## src/rtl/vga_pixel_scanner.sv

```systemverilog
// VGA raster scanner: free-running pixel/line counters, a two-stage timing
// pipeline that lines up sync and blank with the colour returned by the object mux.
module vga_pixel_scanner #(
  parameter int unsigned H_ACTIVE = 640,
  parameter int unsigned H_FP     = 16,
  parameter int unsigned H_SYNC   = 96,
  parameter int unsigned H_BP     = 48,
  parameter int unsigned V_ACTIVE = 480,
  parameter int unsigned V_FP     = 10,
  parameter int unsigned V_SYNC   = 2,
  parameter int unsigned V_BP     = 33
) (
  input  logic        clk,
  input  logic        reset,
  input  logic [7:0]  RGBin,
  output logic [10:0] pixelX,
  output logic [10:0] pixelY,
  output logic        startOfFrame,
  output logic        hSyncN,
  output logic        vSyncN,
  output logic        blankN,
  output logic [3:0]  vgaR,
  output logic [3:0]  vgaG,
  output logic [3:0]  vgaB
);

  localparam int unsigned H_TOTAL = H_ACTIVE + H_FP + H_SYNC + H_BP;
  localparam int unsigned V_TOTAL = V_ACTIVE + V_FP + V_SYNC + V_BP;

  localparam logic [10:0] H_LAST   = 11'(H_TOTAL - 1);
  localparam logic [10:0] V_LAST   = 11'(V_TOTAL - 1);
  localparam logic [10:0] H_VIS    = 11'(H_ACTIVE);
  localparam logic [10:0] V_VIS    = 11'(V_ACTIVE);
  localparam logic [10:0] HS_FIRST = 11'(H_ACTIVE + H_FP);
  localparam logic [10:0] HS_LAST  = 11'(H_ACTIVE + H_FP + H_SYNC - 1);
  localparam logic [10:0] VS_FIRST = 11'(V_ACTIVE + V_FP);
  localparam logic [10:0] VS_LAST  = 11'(V_ACTIVE + V_FP + V_SYNC - 1);

  logic h_wrap, v_wrap;
  logic active, hs, vs;
  logic active_d1, hs_d1, vs_d1;
  logic [3:0] r_exp, g_exp, b_exp;

  assign h_wrap = (pixelX == H_LAST);
  assign v_wrap = (pixelY == V_LAST);

  // NOTE: all state uses non-blocking assignments so every register samples pre-edge values.
  always_ff @(posedge clk) begin
    if (reset) begin
      pixelX       <= '0;
      pixelY       <= '0;
      startOfFrame <= 1'b0;
    end else begin
      pixelX <= h_wrap ? '0 : pixelX + 11'd1;
      if (h_wrap) pixelY <= v_wrap ? '0 : pixelY + 11'd1;
      // Only a true frame wrap raises the pulse, never the (0,0) left by reset.
      startOfFrame <= h_wrap && v_wrap;
    end
  end

  assign active = (pixelX < H_VIS) && (pixelY < V_VIS);
  assign hs     = (pixelX >= HS_FIRST) && (pixelX <= HS_LAST);
  assign vs     = (pixelY >= VS_FIRST) && (pixelY <= VS_LAST);

  always_ff @(posedge clk) begin
    if (reset) begin
      active_d1 <= 1'b0;
      hs_d1     <= 1'b0;
      vs_d1     <= 1'b0;
    end else begin
      active_d1 <= active;
      hs_d1     <= hs;
      vs_d1     <= vs;
    end
  end

  // NOTE: defaults first so the blanked branch cannot infer a latch.
  always_comb begin
    r_exp = '0;
    g_exp = '0;
    b_exp = '0;
    if (active_d1) begin
      r_exp = {RGBin[7:5], RGBin[7]};
      g_exp = {RGBin[4:2], RGBin[4]};
      b_exp = {RGBin[1:0], RGBin[1:0]};
    end
  end

  always_ff @(posedge clk) begin
    if (reset) begin
      hSyncN <= 1'b1;
      vSyncN <= 1'b1;
      blankN <= 1'b0;
      vgaR   <= '0;
      vgaG   <= '0;
      vgaB   <= '0;
    end else begin
      hSyncN <= ~hs_d1;
      vSyncN <= ~vs_d1;
      blankN <= active_d1;
      vgaR   <= r_exp;
      vgaG   <= g_exp;
      vgaB   <= b_exp;
    end
  end

endmodule

```

## config.mk

```make
export PLATFORM = sky130hd
export DESIGN_NAME = vga_pixel_scanner
export DESIGN_NICKNAME = d
export VERILOG_FILES = /design/src/rtl/vga_pixel_scanner.sv
export SDC_FILE = /design/constraint.sdc
export NUM_CORES = 1
export LEC_CHECK = 0
export ABC_AREA = 1
export CAP_MARGIN = 10
export CORE_ASPECT_RATIO = 0.6
export CORE_UTILIZATION = 49
export CTS_BUF_LIST = sky130_fd_sc_hd__clkbuf_4
export DETAILED_ROUTE_END_ITERATION = 8
export MAX_ROUTING_LAYER = met4
export PLACE_DENSITY = 0.81
export SYNTH_ARGS = -nofsm -noshare
export SYNTH_HDL_FRONTEND = slang
export SYNTH_SLANG_ARGS = --single-unit
```

## constraint.sdc

```tcl
create_clock -name clk -period 1.6 [get_ports clk]
set_input_delay 0.16 -clock clk [delete_from_list [all_inputs] [get_ports clk]]
set_output_delay 0.16 -clock clk [all_outputs]
set_load 0.01 [all_outputs]
```

==> results.txt <==
At the later pin of the worst-skew pair, clock insertion delay measures 350 ps. The logs give 0.499 mV for the worst IR drop on VDD and 1370 ps for the endpoint arrival time on the critical path. The cell taking the most area after synthesis was dfxtp_1. Cells fill 71.3% of the core in the end. The number of nets in the synthesized netlist was 267; the via density per instance was 5.14. Yosys attributes the largest share of cell area to dfxtp_1 42%, nand2_1 11%, nor2_1 9.6%. Counting every sink on the clock net gives 37. Cells with a size suffix above 1 make up 13.7% of the layout. The class of the tightest hold or removal check is in -> reg. In this run the power spent charging and discharging nets is 390 uW.

The number of warning messages in the yosys log came out at 0. After clock tree synthesis, the flow added hold-fix buffers numbering 0. TritonCTS built the clock tree. The share of the yosys chip area belonging to registers came out at 42.0%. The cell family contributing the most delay on the critical path is buffers and inverters.

The tools report the relative contribution of combinational cells to total power as 6.9%. The congestion estimate from routability-driven global placement came to 0.944. The register share of total power is 55.2%.

The worst setup path is launched from a flop. The final critical path takes up 95.8% of the cycle. Overall power consumption after layout is estimated at 1720 uW.

The critical path goes through clkdlybuf4s50_1. The share of the synthesized area in compound gates (AO/OA/AOI/OAI) works out to 5.17%. The critical path in this run is classified as reg -> out. The most numerous cell in the Yosys netlist was nand2_1. For this run, asynchronously set or reset flops after synthesis account for 0%. The via count of the first global-routing pass was 1551; the initial antenna violation count was 0. By area, the combinational part of the netlist is dominated by simple AND/OR/NAND/NOR gates. The die is 48.5 um tall. Summing the areas of all fa, ha and maj instances in the mapped netlist gives 2.13% of the synthesized area. The max capacitance violation total is 0, and the minimum clock period after layout is 1530 ps. Global-route wire length before repair: 7.20 mm.

The area inside the core boundary was 3340 um2; the net count of the finished layout was 319. The switching fraction of total power was 22.7%; the total DRC errors in the routed layout was 0. At the worst endpoint, the required time is 1440 ps. Number of levels in the clock H-tree: 2.

Buffer and inverter count on the worst path: 1. For this run, the leading register cell type out of synthesis is dfxtp_1. Tracing the worst setup path back leads to its startpoint at pixelY[4]. Sorting the synthesized cells by how often they occur yields 54 x nand2_1, 45 x nor2_1, 37 x dfxtp_1.

The routed wire length was 4.38 mm; the portion of netlist area occupied by mux cells was 0%. The run gives 16 as the row count. The logs give 0 for the remaining number of nets flagged by the antenna check after routing and 24 for the count of cell types in the netlist.

The average detailed-routed wire length per instance was 12.4 um. Headroom to the max-slew limit came out at 80.3%. The total overflow left after global routing is 0. The detailed-router iteration count before antenna repair came out at 5.

The total setup violations reported at the end of the flow was 0; the worst-case clock skew was 9.77 ps. The flow ran to the end, and the final reports show no timing, DRC or antenna violations. TritonCTS created 5 clock buffers. The number of enable flip-flop cells after synthesis is 0. The I/O pin count was 48; the largest net degree at the start of global routing was 13. The synthesized netlist devotes 1.49% of its cell area to XOR and XNOR gates. The internal power of the cells totals 1330 uW.

The floorplan step defined a die boundary enclosing 3850 um2. The run gives 0 as the final-report max-slew violation count. The root buffer cell chosen for the clock tree is clkbuf_4.

Compared with the post-synthesis result, the final layout area differs by 35.0%. In this run the static leakage power is 0.000913 uW. The critical-path cell with the highest stage delay is clkdlybuf4s50_1.

The starting density of the core was 52.8%; the worst stage delay on the critical path was 570 ps. The synthesized netlist devotes 38.1% of its cell area to simple gates. In the final timing run, aggregate negative setup slack is 0 ps. The routed layout has 1811 vias. Setup repair after global routing left no endpoint under its margin. The clock input transition at the sequential cells of the worst setup and hold paths works out to 120 ps. STA classifies the critical path endpoint as a primary output. Counting flops and latches in the post-synthesis netlist gives 37. Number of violations reported at the end of detailed-routing iteration 0: 198. Of all nets on the critical path, the largest fanout is 9. The number of buffers on the longest clock path is 2. The tools report the launch instance of the worst register-to-register path as pixelX[1].

The detailed-placement wirelength estimate came out at 3.28 mm. The number of antenna diodes in the final layout is 0. Input and output buffers added on the ports amount to 47.

Dividing total power by cell area gives a power density of 722 nW/um2. The floorplan step set the die width to 79.5 um. The share of synthesized area in the top cell type comes to 42.0%. The logs give 254 for the cell count after synthesis and 0 for the final-report hold violation count.

The clock network is responsible for 37.9% of the overall power. The transition at the pin with the smallest max-transition slack was 294 ps. The worst hold path begins at RGBin[7].

A synthesized cell averages 6.95 um2. After synthesis the cells add up to 1770 um2. Static timing analysis puts the maximum clock frequency at 0.653 GHz.

Global routing used 25.6% of the available tracks across all layers.
==> through the flow <==
step	hold WS (ps)	instances	setup WS, ps	cell area, um2
floorplan	272	254	187	1770
global placement	354	344	158	2280
detailed placement	360	344	137	2280
CTS	310	352	4.77	2360
global route	335	352	4.18	2380
finish	329	352	67.9	2380
==> power groups by stage <==
stage / clock network, uW / logic [uW] / registers [uW]
2_1_floorplan: 0 / 43.0 / 978
3_3_place_gp: 0 / 117 / 969
3_5_place_dp: 0 / 118 / 970
4_1_cts: 663 / 119 / 949
5_1_grt: 704 / 132 / 952
6_report: 651 / 119 / 950
==> registers in the layout, indices dropped and copies added (netlist names) <==
name	flops
pixelX	11
pixelY	11
vgaG	3
vgaR	3
vgaB	2
active_d1	1
blankN	1
hSyncN	1
hs_d1	1
startOfFrame	1
vSyncN	1
vs_d1	1
==> cell usage in the layout, fill, tap and decap left out, types with 3 or more instances in the layout <==
cell type,netlist,layout
xor2_1,3,3
inv_1,35,35
dfxtp_1,37,22
nor2_1,45,44
inv_2,3,3
clkbuf_4,0,5
clkdlybuf4s50_1,0,47
nor2_2,3,4
dfxtp_2,0,15
nand3_1,18,18
nand4_1,6,6
nor3_1,11,11
buf_4,5,5
nand2_1,54,54
o21ai_0,4,4
a21oi_1,13,13
==> cell type report <==
type                    count  area [um2]
clock buffers               5        37.5
fillers                   303         960
repair buffers             52         508
clock inverters             3        41.3
well taps                  45        56.3
multi-input cells         172         838
flip-flops and latches     37         759
inverters                  38         143
==> path summary, 6_finish.rpt <==
kind                             endpoint  slack [ps]  cells after the start
worst max-delay path            pixelY[4]          70                      1
worst min-delay path              vgaR[0]         330                      3
worst max register to register  pixelY[3]         170                      8
worst min register to register     vSyncN         390                      1
==> layer usage <==
layer,routed length [um],GRT usage [%],vias up
li1,-,-,896
met1,2170,38.1,807
met2,1620,31.6,101
met3,542,8.30,7
met4,51,8.48,0
met5,0,-,-
==> kinds of logic after synthesis <==
group / after synthesis
AND/OR/NAND/NOR: 148
buffers and inverters: 45
flip-flops: 37
AO/OA/AOI/OAI: 18
XOR/XNOR: 3
adder cells (fa/ha/maj): 3
==> repair_timing <==
action / CTS / global route
setup buffers: 0 / 0
cloned: 0 / 0
endpoints found under the hold margin: 0 / 0
endpoints found under the setup margin: 4 / 15
resized for setup: 4 / 14
pin swaps: 0 / 0
No activity file was read; power rests on OpenSTA's default activity.
